### src/rtl/code_entry_capture_pkg.sv
`default_nettype none
// ============================================================================
//  Module      : code_entry_capture_pkg
//  Description : Shared types and constants for the keypad code-entry writer.
//  Revision    : 1.0 - initial release
// ============================================================================
package code_entry_capture_pkg;

   // Controller states
   typedef enum logic [1:0] {
      ST_IDLE    = 2'd0,
      ST_ENTRY   = 2'd1,
      ST_PRESENT = 2'd2,
      ST_LOCKOUT = 2'd3
   } state_t;

   // Largest legal BCD digit value
   localparam int BCD_MAX = 9;

   // Number of digit slots in the register bank
   localparam int NDIG = 6;

   // Largest of three interval lengths, used to size the shared timer
   function automatic int max3(input int a, input int b, input int c);
      int m;
      m = a;
      if (b > m) m = b;
      if (c > m) m = c;
      return m;
   endfunction

endpackage
`default_nettype wire

### src/rtl/code_entry_capture_cycle_timer.sv
`default_nettype none
// ============================================================================
//  Module      : code_entry_capture_cycle_timer
//  Description : Up-counter with synchronous clear and a terminal-count flag
//                that is high during the last cycle of a LIMIT-cycle interval.
//  Revision    : 1.0 - initial release
// ============================================================================
module code_entry_capture_cycle_timer #(
   parameter int W = 13
) (
   input  logic         clk,
   input  logic         rst,
   input  logic         clear,
   input  logic         en,
   input  logic [W-1:0] limit,
   output logic         tc
);

   logic [W-1:0] count;

   // Count enabled cycles since the last clear
   always_ff @(posedge clk) begin
      if (rst || clear) begin
         count <= '0;
      end else if (en) begin
         count <= count + W'(1);
      end
   end

   // Flag the final cycle of the interval (count runs 0 .. limit-1)
   assign tc = en && (count == (limit - W'(1)));

endmodule
`default_nettype wire

### src/rtl/code_entry_capture.sv
`default_nettype none
// ============================================================================
//  Module      : code_entry_capture
//  Description : Keypad-side writer for the door-code checker. Captures up to
//                six BCD digits, presents them to the comparator for a fixed
//                hold window, tracks failed attempts and locks the keypad out.
//  Revision    : 1.0 - initial release
// ============================================================================
module code_entry_capture
   import code_entry_capture_pkg::*;
#(
   parameter int DW       = 4,
   parameter int HOLD     = 4,
   parameter int TIMEOUT  = 1000,
   parameter int MAX_FAIL = 3,
   parameter int LOCK_CYC = 5000
) (
   input  logic          clk,
   input  logic          rst,
   input  logic [DW-1:0] key_val,
   input  logic          key_stb,
   input  logic          key_enter,
   input  logic          key_clear,
   input  logic          porta_in,
   output logic [DW-1:0] m0,
   output logic [DW-1:0] m1,
   output logic [DW-1:0] m2,
   output logic [DW-1:0] m3,
   output logic [DW-1:0] m4,
   output logic [DW-1:0] m5,
   output logic [2:0]    d,
   output logic          check,
   output logic          locked,
   output logic [1:0]    fail_cnt,
   output logic          key_err
);

   // One counter serves all three intervals, so size it for the longest
   localparam int TMAX = max3(TIMEOUT, HOLD, LOCK_CYC);
   localparam int CW   = $clog2(TMAX + 1);
   localparam logic [DW-1:0] DIGIT_LIM = DW'(BCD_MAX);

   state_t        state;
   logic [DW-1:0] mem [NDIG];

   logic          key_ok;
   logic          entry_enter;
   logic          entry_accept;
   logic          any_strobe;
   logic          tmr_clear;
   logic          tmr_en;
   logic [CW-1:0] tmr_limit;
   logic          tmr_tc;

   // Decode strobes with clear > enter > stb priority inside ENTRY
   always_comb begin
      key_ok       = key_stb && (key_val <= DIGIT_LIM);
      entry_enter  = !key_clear && key_enter && (d != 3'd0);
      entry_accept = !key_clear && !entry_enter && key_ok && (d < 3'(NDIG));
      any_strobe   = key_stb || key_enter || key_clear;
   end

   // Select the interval length for the current state and restart the timer
   // on every state change and on every accepted digit
   always_comb begin
      tmr_limit = CW'(TIMEOUT);
      case (state)
         ST_PRESENT: tmr_limit = CW'(HOLD);
         ST_LOCKOUT: tmr_limit = CW'(LOCK_CYC);
         default:    tmr_limit = CW'(TIMEOUT);
      endcase
      tmr_en    = (state != ST_IDLE);
      tmr_clear = (state == ST_IDLE) || tmr_tc ||
                  ((state == ST_ENTRY) && (key_clear || entry_enter || entry_accept));
   end

   code_entry_capture_cycle_timer #(
      .W (CW)
   ) u_timer (
      .clk   (clk),
      .rst   (rst),
      .clear (tmr_clear),
      .en    (tmr_en),
      .limit (tmr_limit),
      .tc    (tmr_tc)
   );

   // Main controller: state, digit bank and all registered outputs
   always_ff @(posedge clk) begin
      if (rst) begin
         state    <= ST_IDLE;
         d        <= 3'd0;
         check    <= 1'b0;
         locked   <= 1'b0;
         fail_cnt <= 2'd0;
         key_err  <= 1'b0;
         for (int i = 0; i < NDIG; i++) mem[i] <= '0;
      end else begin
         key_err <= 1'b0;
         case (state)
            ST_IDLE: begin
               // enter/clear carry no meaning without a partial code
               if (key_stb) begin
                  if (key_ok) begin
                     mem[0] <= key_val;
                     d      <= 3'd1;
                     state  <= ST_ENTRY;
                  end else begin
                     key_err <= 1'b1;
                  end
               end
            end

            ST_ENTRY: begin
               if (key_clear) begin
                  for (int i = 0; i < NDIG; i++) mem[i] <= '0;
                  d     <= 3'd0;
                  state <= ST_IDLE;
               end else if (entry_enter) begin
                  check <= 1'b1;
                  state <= ST_PRESENT;
               end else begin
                  if (entry_accept) begin
                     mem[d] <= key_val;
                     d      <= d + 3'd1;
                  end else begin
                     if (key_stb) key_err <= 1'b1;
                     // A rejected digit does not count as activity
                     if (tmr_tc) begin
                        for (int i = 0; i < NDIG; i++) mem[i] <= '0;
                        d     <= 3'd0;
                        state <= ST_IDLE;
                     end
                  end
               end
            end

            ST_PRESENT: begin
               if (any_strobe) key_err <= 1'b1;
               // Comparator result is only trusted on the last hold cycle
               if (tmr_tc) begin
                  check <= 1'b0;
                  d     <= 3'd0;
                  for (int i = 0; i < NDIG; i++) mem[i] <= '0;
                  if (porta_in) begin
                     fail_cnt <= 2'd0;
                     state    <= ST_IDLE;
                  end else if ((int'(fail_cnt) + 1) >= MAX_FAIL) begin
                     fail_cnt <= 2'(MAX_FAIL);
                     locked   <= 1'b1;
                     state    <= ST_LOCKOUT;
                  end else begin
                     fail_cnt <= fail_cnt + 2'd1;
                     state    <= ST_IDLE;
                  end
               end
            end

            ST_LOCKOUT: begin
               if (any_strobe) key_err <= 1'b1;
               if (tmr_tc) begin
                  locked   <= 1'b0;
                  fail_cnt <= 2'd0;
                  state    <= ST_IDLE;
               end
            end

            default: state <= ST_IDLE;
         endcase
      end
   end

   assign m0 = mem[0];
   assign m1 = mem[1];
   assign m2 = mem[2];
   assign m3 = mem[3];
   assign m4 = mem[4];
   assign m5 = mem[5];

endmodule
`default_nettype wire

### config.mk
export PLATFORM = sky130hd
export DESIGN_NAME = code_entry_capture
export DESIGN_NICKNAME = d
export VERILOG_FILES = /design/src/rtl/code_entry_capture_pkg.sv /design/src/rtl/code_entry_capture_cycle_timer.sv /design/src/rtl/code_entry_capture.sv
export SDC_FILE = /design/constraint.sdc
export NUM_CORES = 1
export LEC_CHECK = 0
export CELL_PAD_IN_SITES_DETAIL_PLACEMENT = 0
export CELL_PAD_IN_SITES_GLOBAL_PLACEMENT = 1
export CORE_ASPECT_RATIO = 1.2
export CORE_MARGIN = 2
export CORE_UTILIZATION = 44
export DETAILED_ROUTE_END_ITERATION = 7
export GPL_ROUTABILITY_DRIVEN = 0
export PLACE_DENSITY_LB_ADDON = 0.1
export SETUP_SLACK_MARGIN = 0.15
export SYNTH_ARGS = -nofsm -noshare
export SYNTH_HDL_FRONTEND = slang
export SYNTH_SLANG_ARGS = --single-unit
export TNS_END_PERCENT = 1
### constraint.sdc
create_clock -name clk -period 6.35 [get_ports clk]
set_input_delay 0.9525 -clock clk [delete_from_list [all_inputs] [get_ports clk]]
set_output_delay 0.9525 -clock clk [all_outputs]
set_load 0.02 [all_outputs]
==> metrics.txt, run 1 <==
# TYPE chip_impl_metric gauge
chip_impl_metric{name="route.antenna.remaining_nets",unit=""} 0
chip_impl_metric{name="post_drt_wl_per_cell",unit="um"} 14.8
chip_impl_metric{name="syn-instance-count",unit=""} 255
chip_impl_metric{name="postCtsResizedCells",unit=""} 0
chip_impl_metric{name="timing.final.crit_period",unit="ps"} 3310
chip_impl_metric{name="track_usage",unit="%"} 17.3
chip_impl_metric{name="detailroute.via_count",unit=""} 2001
chip_impl_metric{name="synth_nets",unit=""} 275
chip_impl_metric{name="vdd_drop_max",unit="V"} 0.000194
chip_impl_metric{name="worstMarginPinSlew",unit="ps"} 732
chip_impl_metric{name="timing.critical_path.arrival",unit="ps"} 3260
chip_impl_metric{name="drt-pass1-iter-count",unit=""} 4
chip_impl_metric{name="max-clock-path-buffers",unit=""} 2
chip_impl_metric{name="setup_tns",unit="ps"} 0
chip_impl_info{name="critical_path.reg2reg.startpoint",value="state[0]"} 1
chip_impl_metric{name="drc_markers",unit=""} 0
chip_impl_info{name="synth_commonest_cells",value="28 x nor2_1, 24 x edfxtp_1, 23 x dfxtp_1"} 1
chip_impl_metric{name="final.period_utilization",unit="%"} 52.0
chip_impl_metric{name="power.internal",unit="W"} 0.000620
chip_impl_metric{name="worst_setup_hold_path_clk_slew",unit="ps"} 100
chip_impl_metric{name="timing.critical_path.required",unit="ps"} 6300
chip_impl_metric{name="switchingPower",unit="W"} 0.000341
chip_impl_metric{name="drive_above_1_share",unit="%"} 6.78
chip_impl_metric{name="grt_pass1_vias",unit=""} 1852
chip_impl_metric{name="netlist.area_leader.share",unit="%"} 28.5
chip_impl_info{name="holdCritStartpoint",value="check"} 1
chip_impl_info{name="rsz_0062_raised_after_global_routing",value="no"} 1
chip_impl_metric{name="fin_total_pwr",unit="W"} 0.000961
chip_impl_metric{name="synth.cell_area",unit="um2"} 2530
chip_impl_metric{name="rows",unit=""} 30
chip_impl_metric{name="worst_slew_margin_rel",unit="%"} 51.2
chip_impl_metric{name="routed_wirelength",unit="mm"} 5.30
chip_impl_info{name="worstHoldPathType",value="reg2reg"} 1
chip_impl_metric{name="grt_overflow",unit=""} 0
chip_impl_metric{name="dieWidth",unit="um"} 73.2
chip_impl_metric{name="clock_power_share",unit="%"} 23.5
chip_impl_metric{name="antenna_violations_before_repair",unit=""} 0
chip_impl_metric{name="power.density",unit="nW/um2"} 311
chip_impl_metric{name="n_fill_cell",unit=""} 511
chip_impl_metric{name="pwr-share-comb",unit="%"} 36.3
chip_impl_metric{name="worstHoldPathCells",unit=""} 2
chip_impl_metric{name="cts_num_sinks",unit=""} 47
chip_impl_metric{name="core-area",unit="um2"} 5590
chip_impl_metric{name="seq_power_share",unit="%"} 40.1
chip_impl_info{name="synthDominantAreaCellType",value="edfxtp_1"} 1
chip_impl_info{name="reg2reg_to",value="mem[0][1]"} 1
chip_impl_metric{name="timing.max_cap.violations",unit=""} 0
chip_impl_metric{name="number_of_warnings_printed_during_yosys_synthesis",unit=""} 0
chip_impl_metric{name="grt_max_degree",unit=""} 17
chip_impl_info{name="worst_setup_path_end_kind",value="flip-flop"} 1
chip_impl_metric{name="top_level_pins",unit=""} 42
chip_impl_metric{name="detailedPlacementHpwl",unit="mm"} 3.91
chip_impl_metric{name="power.static_leakage",unit="nW"} 1.07
chip_impl_metric{name="n_antenna_cell",unit=""} 0
chip_impl_metric{name="max_clock_freq",unit="MHz"} 303
chip_impl_metric{name="post_cts_hold_buffer_count",unit=""} 0
chip_impl_metric{name="postSynthRegisterBits",unit=""} 47
chip_impl_metric{name="floorplan.die_area",unit="um2"} 6370
chip_impl_metric{name="clk_latency",unit="ps"} 310
chip_impl_metric{name="post_cts.repair.setup_buffers",unit=""} 0
chip_impl_metric{name="relative_area_change_from_synthesis_to_final_layout",unit="%"} 22.3
chip_impl_metric{name="floorplan.die.height",unit="um"} 87.0
chip_impl_metric{name="post_synth_num_cell_types",unit=""} 53
chip_impl_info{name="post-synth-top-count-cell",value="nor2_1"} 1
chip_impl_metric{name="design.final.nets",unit=""} 314
chip_impl_metric{name="finalMaxSlewViolations",unit=""} 0
chip_impl_metric{name="timing.final.setup_violations",unit=""} 0
chip_impl_metric{name="seq_area_frac_synth",unit="%"} 46.8
chip_impl_info{name="cts_tree",value="done"} 1
chip_impl_metric{name="syn-mean-instance-area",unit="um2"} 9.91
chip_impl_metric{name="initial_core_util",unit="%"} 45.2
chip_impl_metric{name="synth-edff-count",unit=""} 24
chip_impl_metric{name="finClkSkew",unit="ps"} 10.0
chip_impl_metric{name="timing.final.hold_violations",unit=""} 0
chip_impl_metric{name="power_switching_share",unit="%"} 35.4
chip_impl_info{name="outcome",value="finished, final reports clean"} 1
chip_impl_info{name="startpoint_type",value="flip-flop"} 1
chip_impl_metric{name="detail_route.vias_per_cell",unit=""} 5.57
chip_impl_metric{name="r2r_cells",unit=""} 7
chip_impl_info{name="timing.setup.critical_path_class",value="reg2reg"} 1
chip_impl_info{name="synthFlopType",value="edfxtp_1"} 1
chip_impl_info{name="cts_root_buf",value="clkbuf_8"} 1
chip_impl_metric{name="buffer_ports.inserted",unit=""} 41
chip_impl_metric{name="htree_levels",unit=""} 2
chip_impl_metric{name="critPathMaxFanout",unit=""} 16
chip_impl_metric{name="grt_first_pass_wirelength",unit="mm"} 8.68
chip_impl_info{name="hold_path_end",value="check"} 1
chip_impl_info{name="post_synth_main_area_contributors",value="edfxtp_1 29%, dfxtp_1 18%, ha_1 5.0%"} 1
chip_impl_metric{name="synth-async-reset-ratio",unit="%"} 0
chip_impl_metric{name="r2r_slack",unit="ps"} 3040
chip_impl_metric{name="drt_first_iter_violations",unit=""} 60
chip_impl_metric{name="cts_buffers",unit=""} 5
sequential cells by signal, summed over array words and instances, names as in the netlist:
| register | flops |
|---|---|
| check | 1 |
| d | 3 |
| fail_cnt | 2 |
| key_err | 1 |
| locked | 1 |
| mem | 24 |
| state | 2 |
| u_timer.count | 13 |
critical path: stages (launching register included):
cell and delay, ps:
dfxtp_1 360, inv_1 130, ha_1 540, or4b_1 500, a211oi_2 290, o2111ai_2 450, o21a_1 420, o21ai_0 270
worst max-delay path by stage:
| stage | start | to | slack [ps] | depth (start not counted) |
|---|---|---|---|---|
| final | state[0] | mem[0][1] | 3040 | 7 |
| after global routing | state[0] | mem[0][2] | 2850 | 7 |
| after CTS | state[0] | mem[0][3] | 2990 | 7 |
| after detailed placement | key_val[2] | mem[4][0] | 2890 | 6 |
| after global placement | key_val[1] | mem[4][1] | 2960 | 6 |
| after floorplan | key_val[1] | mem[1][0] | 3730 | 5 |
layout make-up:
type | count | area [um2] | area share, %
clock buffer | 5 | 68.8 | 2.23
inverter | 14 | 52.6 | 1.70
tap | 64 | 80.1 | 2.59
clock inverter | 3 | 46.3 | 1.50
timing repair buffer | 41 | 410 | 13.3
sequential | 47 | 1180 | 38.2
multi-input combinational | 185 | 1250 | 40.5
stage by stage:
step	util, %	cells	hold WS, ps	worst slack [ps]	area, um2
after floorplan	-	255	497	3730	2530
after global placement	53.2	351	487	2960	2980
after detailed placement	53.2	351	496	2890	2980
after CTS	55.3	359	509	2990	3090
after global routing	55.3	359	530	2850	3090
final	55.3	359	503	3040	3090
cells in the final DEF (no fill, tap or decap), types with 2 or more instances in the layout:
| master | n |
|---|---|
| clkdlybuf4s50_1 | 41 |
| nor2_1 | 28 |
| edfxtp_1 | 24 |
| dfxtp_1 | 23 |
| inv_1 | 14 |
| nand2_1 | 14 |
| a21oi_1 | 14 |
| nor4_1 | 10 |
| and2_1 | 10 |
| ha_1 | 10 |
| nor3_1 | 7 |
| nand3_1 | 7 |
| xor2_1 | 7 |
| nand2b_1 | 6 |
| and3_1 | 6 |
| xnor2_1 | 6 |
| o21ai_1 | 5 |
| clkbuf_8 | 5 |
| nand3b_1 | 4 |
| a211oi_2 | 3 |
| a31oi_1 | 3 |
| nor2b_1 | 3 |
| nand4_1 | 3 |
| a211oi_1 | 2 |
| or3_1 | 2 |
| o21ai_0 | 2 |
| o31ai_1 | 2 |
| and4_1 | 2 |
| o21bai_1 | 2 |
| or2_2 | 2 |
| a21oi_4 | 2 |
| mux2i_1 | 2 |
layer usage:
layer	GRT usage (%)	vias to the layer above	routed length, um
li1	-	1001	-
met1	20.6	952	2380
met2	31.0	40	2680
met3	3.59	8	147
met4	5.22	0	88
met5	0	-	0
kinds of logic after synthesis:
logic type	share of synthesized area (%)
fa+ha+maj	4.95
simple gates	23.5
buf+inv	3.71
mux	0.793
xor+xnor	4.51
compound gates	15.8
flops	46.8
power by group through the flow:
stage	logic (W)	clock network, W	registers [W]
finish	0.000349	0.000226	0.000386
global route	0.000380	0.000242	0.000391
CTS	0.000352	0.000231	0.000387
detailed placement	0.000349	0	0.000394
global placement	0.000350	0	0.000391
floorplan	0.000206	0	0.000422
(Power assumes the default switching activity.)
==> run 2: changes to the inputs <==
--- a/config.mk
+++ b/config.mk
@@ -9,7 +9,7 @@
 export CELL_PAD_IN_SITES_GLOBAL_PLACEMENT = 1
 export CORE_ASPECT_RATIO = 1.2
 export CORE_MARGIN = 2
-export CORE_UTILIZATION = 44
+export CORE_UTILIZATION = 37
 export DETAILED_ROUTE_END_ITERATION = 7
 export GPL_ROUTABILITY_DRIVEN = 0
 export PLACE_DENSITY_LB_ADDON = 0.1
==> constraint.sdc (replaced) <==
create_clock -name clk -period 2.8 [get_ports clk]
set_input_delay 0.42 -clock clk [delete_from_list [all_inputs] [get_ports clk]]
set_output_delay 0.42 -clock clk [all_outputs]
set_load 0.02 [all_outputs]
==> metrics.txt, run 2 (synthesis gave the netlist of run 1 again) <==
# TYPE chip_impl_metric gauge
chip_impl_info{name="outcome",value="finished, final reports clean"} 1
chip_impl_metric{name="core-area",unit="um2"} 6730
chip_impl_metric{name="detailedPlacementHpwl",unit="mm"} 4.15
chip_impl_info{name="cts_root_buf",value="clkbuf_8"} 1
chip_impl_metric{name="initial_core_util",unit="%"} 37.5
chip_impl_metric{name="timing.final.crit_period",unit="ps"} 2530
chip_impl_metric{name="post_drt_wl_per_cell",unit="um"} 13.8
chip_impl_metric{name="power.density",unit="nW/um2"} 661
chip_impl_metric{name="detail_route.vias_per_cell",unit=""} 5.00
chip_impl_metric{name="place_ws",unit="ps"} 223
chip_impl_metric{name="drt-pass1-iter-count",unit=""} 4
chip_impl_info{name="timing.setup.critical_path_class",value="reg2reg"} 1
chip_impl_metric{name="drive_above_1_share",unit="%"} 10.4
chip_impl_metric{name="timing.critical_path.required",unit="ps"} 2770
chip_impl_metric{name="timing.final.hold_violations",unit=""} 0
chip_impl_metric{name="antenna_violations_before_repair",unit=""} 0
chip_impl_metric{name="grt_pass1_vias",unit=""} 1990
chip_impl_metric{name="setup_tns",unit="ps"} 0
chip_impl_metric{name="cts_buffers",unit=""} 5
chip_impl_metric{name="grt_overflow",unit=""} 0
chip_impl_metric{name="setup_slack",unit="ps"} 270
chip_impl_metric{name="vdd_drop_max",unit="V"} 0.000368
chip_impl_metric{name="drc_markers",unit=""} 0
chip_impl_info{name="registers.top_by_ff_count",value="mem"} 1
chip_impl_metric{name="htree_levels",unit=""} 2
chip_impl_metric{name="critical-path-max-stage-delay",unit="ps"} 470
chip_impl_metric{name="detailroute.via_count",unit=""} 1971
chip_impl_metric{name="max_clock_freq",unit="MHz"} 395
chip_impl_metric{name="dieWidth",unit="um"} 79.4
chip_impl_info{name="layout.cells.most_common",value="clkdlybuf4s50_1"} 1
chip_impl_metric{name="track_usage",unit="%"} 15.8
chip_impl_metric{name="buffer_ports.inserted",unit=""} 41
chip_impl_metric{name="timing.final.setup_violations",unit=""} 0
chip_impl_info{name="cts_tree",value="done"} 1
chip_impl_metric{name="timing.critical_path.buf_inv",unit=""} 1
chip_impl_info{name="worst_setup_path_end_kind",value="flip-flop"} 1
chip_impl_info{name="largest_registers_ranked_by_flip_flop_count",value="mem x24, u_timer.count x13, d x3"} 1
chip_impl_metric{name="worst_slew_margin_rel",unit="%"} 61.9
chip_impl_info{name="layout_common_cells",value="41 x clkdlybuf4s50_1, 28 x nor2_1, 24 x edfxtp_1, 23 x dfxtp_1"} 1
chip_impl_metric{name="cts_num_sinks",unit=""} 47
chip_impl_metric{name="timing.max_cap.violations",unit=""} 0
chip_impl_metric{name="worstMarginPinSlew",unit="ps"} 566
chip_impl_metric{name="largest_reg_flops",unit=""} 24
chip_impl_info{name="rsz_0062_raised_after_global_routing",value="yes"} 1
chip_impl_metric{name="finalMaxSlewViolations",unit=""} 0
chip_impl_metric{name="timing.critical_path.arrival",unit="ps"} 2500
chip_impl_metric{name="final.period_utilization",unit="%"} 90.4
chip_impl_info{name="timing.critical_path.cells",value="inv_1, ha_1, or4b_1, a211oi_2, o2111ai_2, o21a_1, o21ai_1"} 1
chip_impl_metric{name="grt_first_pass_wirelength",unit="mm"} 9.34
chip_impl_metric{name="finish.utilization",unit="%"} 47.4
chip_impl_metric{name="rows",unit=""} 33
chip_impl_metric{name="finClkSkew",unit="ps"} 6.79
chip_impl_metric{name="routed_wirelength",unit="mm"} 5.42
chip_impl_metric{name="route.antenna.remaining_nets",unit=""} 0
chip_impl_metric{name="max-clock-path-buffers",unit=""} 2
chip_impl_metric{name="clk_latency",unit="ps"} 300
chip_impl_metric{name="floorplan.die.height",unit="um"} 94.5
chip_impl_metric{name="design.final.nets",unit=""} 326
chip_impl_metric{name="top_level_pins",unit=""} 42
chip_impl_metric{name="power.static_leakage",unit="nW"} 1.11
chip_impl_metric{name="drt_first_iter_violations",unit=""} 79
chip_impl_metric{name="n_antenna_cell",unit=""} 0
chip_impl_metric{name="relative_area_change_from_synthesis_to_final_layout",unit="%"} 26.2
chip_impl_metric{name="floorplan.die_area",unit="um2"} 7510
chip_impl_info{name="critPathTopFamily",value="compound AO/OA/AOI/OAI gates"} 1
chip_impl_metric{name="critPathMaxFanout",unit=""} 6
chip_impl_metric{name="post_cts.repair.setup_buffers",unit=""} 0
chip_impl_metric{name="worst_setup_hold_path_clk_slew",unit="ps"} 90
chip_impl_info{name="startpoint_type",value="flip-flop"} 1
chip_impl_metric{name="grt_max_degree",unit=""} 17
chip_impl_info{name="crit_path_max_delay_cell_type",value="or4b_1"} 1
chip_impl_info{name="worstHoldPathType",value="reg2reg"} 1
## run 2: changes by cell type in the layout (fill, tap and decap cells not counted), sizes merged
| cell | delta |
|---|---|
| bufinv | -1 |
| clkinvlp | +1 |
| buf | +12 |
## run 2: tightest hold or removal path: cells and delay by family (launching register included)
family	cells	cell delay, ps
AOI/OAI and AO/OA	2	130
DFF	1	330
## run 2: repair_timing
| item | 4_1_cts | 5_1_grt |
|---|---|---|
| setup endpoints to repair | 0 | 12 |
| resized for setup | 0 | 1 |
| hold buffers | 0 | 0 |
## run 2: worst paths after layout
path / startpoint / endpoint / slack, ps / depth (start not counted)
setup / recovery: state[0] / mem[0][0] / 270 / 7
hold reg to reg: check / check / 490 / 2
setup reg to reg: state[0] / mem[0][0] / 270 / 7
hold / removal: check / check / 490 / 2
## run 2: per-layer routing
layer	routed length, um	GRT usage [%]
met1	2410	18.7
met2	2750	28.2
met3	201	3.25
met4	57	5.60
met5	0	0
## run 2: power by group
group          leakage [nW]  internal [W]  switching (W)  total (W)
Clock                0.0408      0.000179       0.000236   0.000415
Combinational         0.636      0.000348       0.000491   0.000839
Sequential            0.438      0.000813      0.0000403   0.000853
Total                  1.11       0.00134       0.000768    0.00211
## run 2: cell type report
| type | instances | area [um2] |
|---|---|---|
| fillers | 647 | 3540 |
| multi-input cells | 185 | 1250 |
| flip-flops and latches | 47 | 1180 |
| repair buffers | 53 | 500 |
| well taps | 87 | 109 |
| clock buffers | 5 | 68.8 |
| inverters | 14 | 52.6 |
| clock inverters | 3 | 23.8 |
## run 2: per-stage QoR
step                hold slack, ps  total power, W  cells  cell area, um2
finish                         495         0.00211    394            3190
global route                   546         0.00224    394            3190
CTS                            504         0.00214    394            3190
detailed placement             491         0.00172    386            3090
global placement               487         0.00172    386            3090
floorplan                      497         0.00142    255            2530
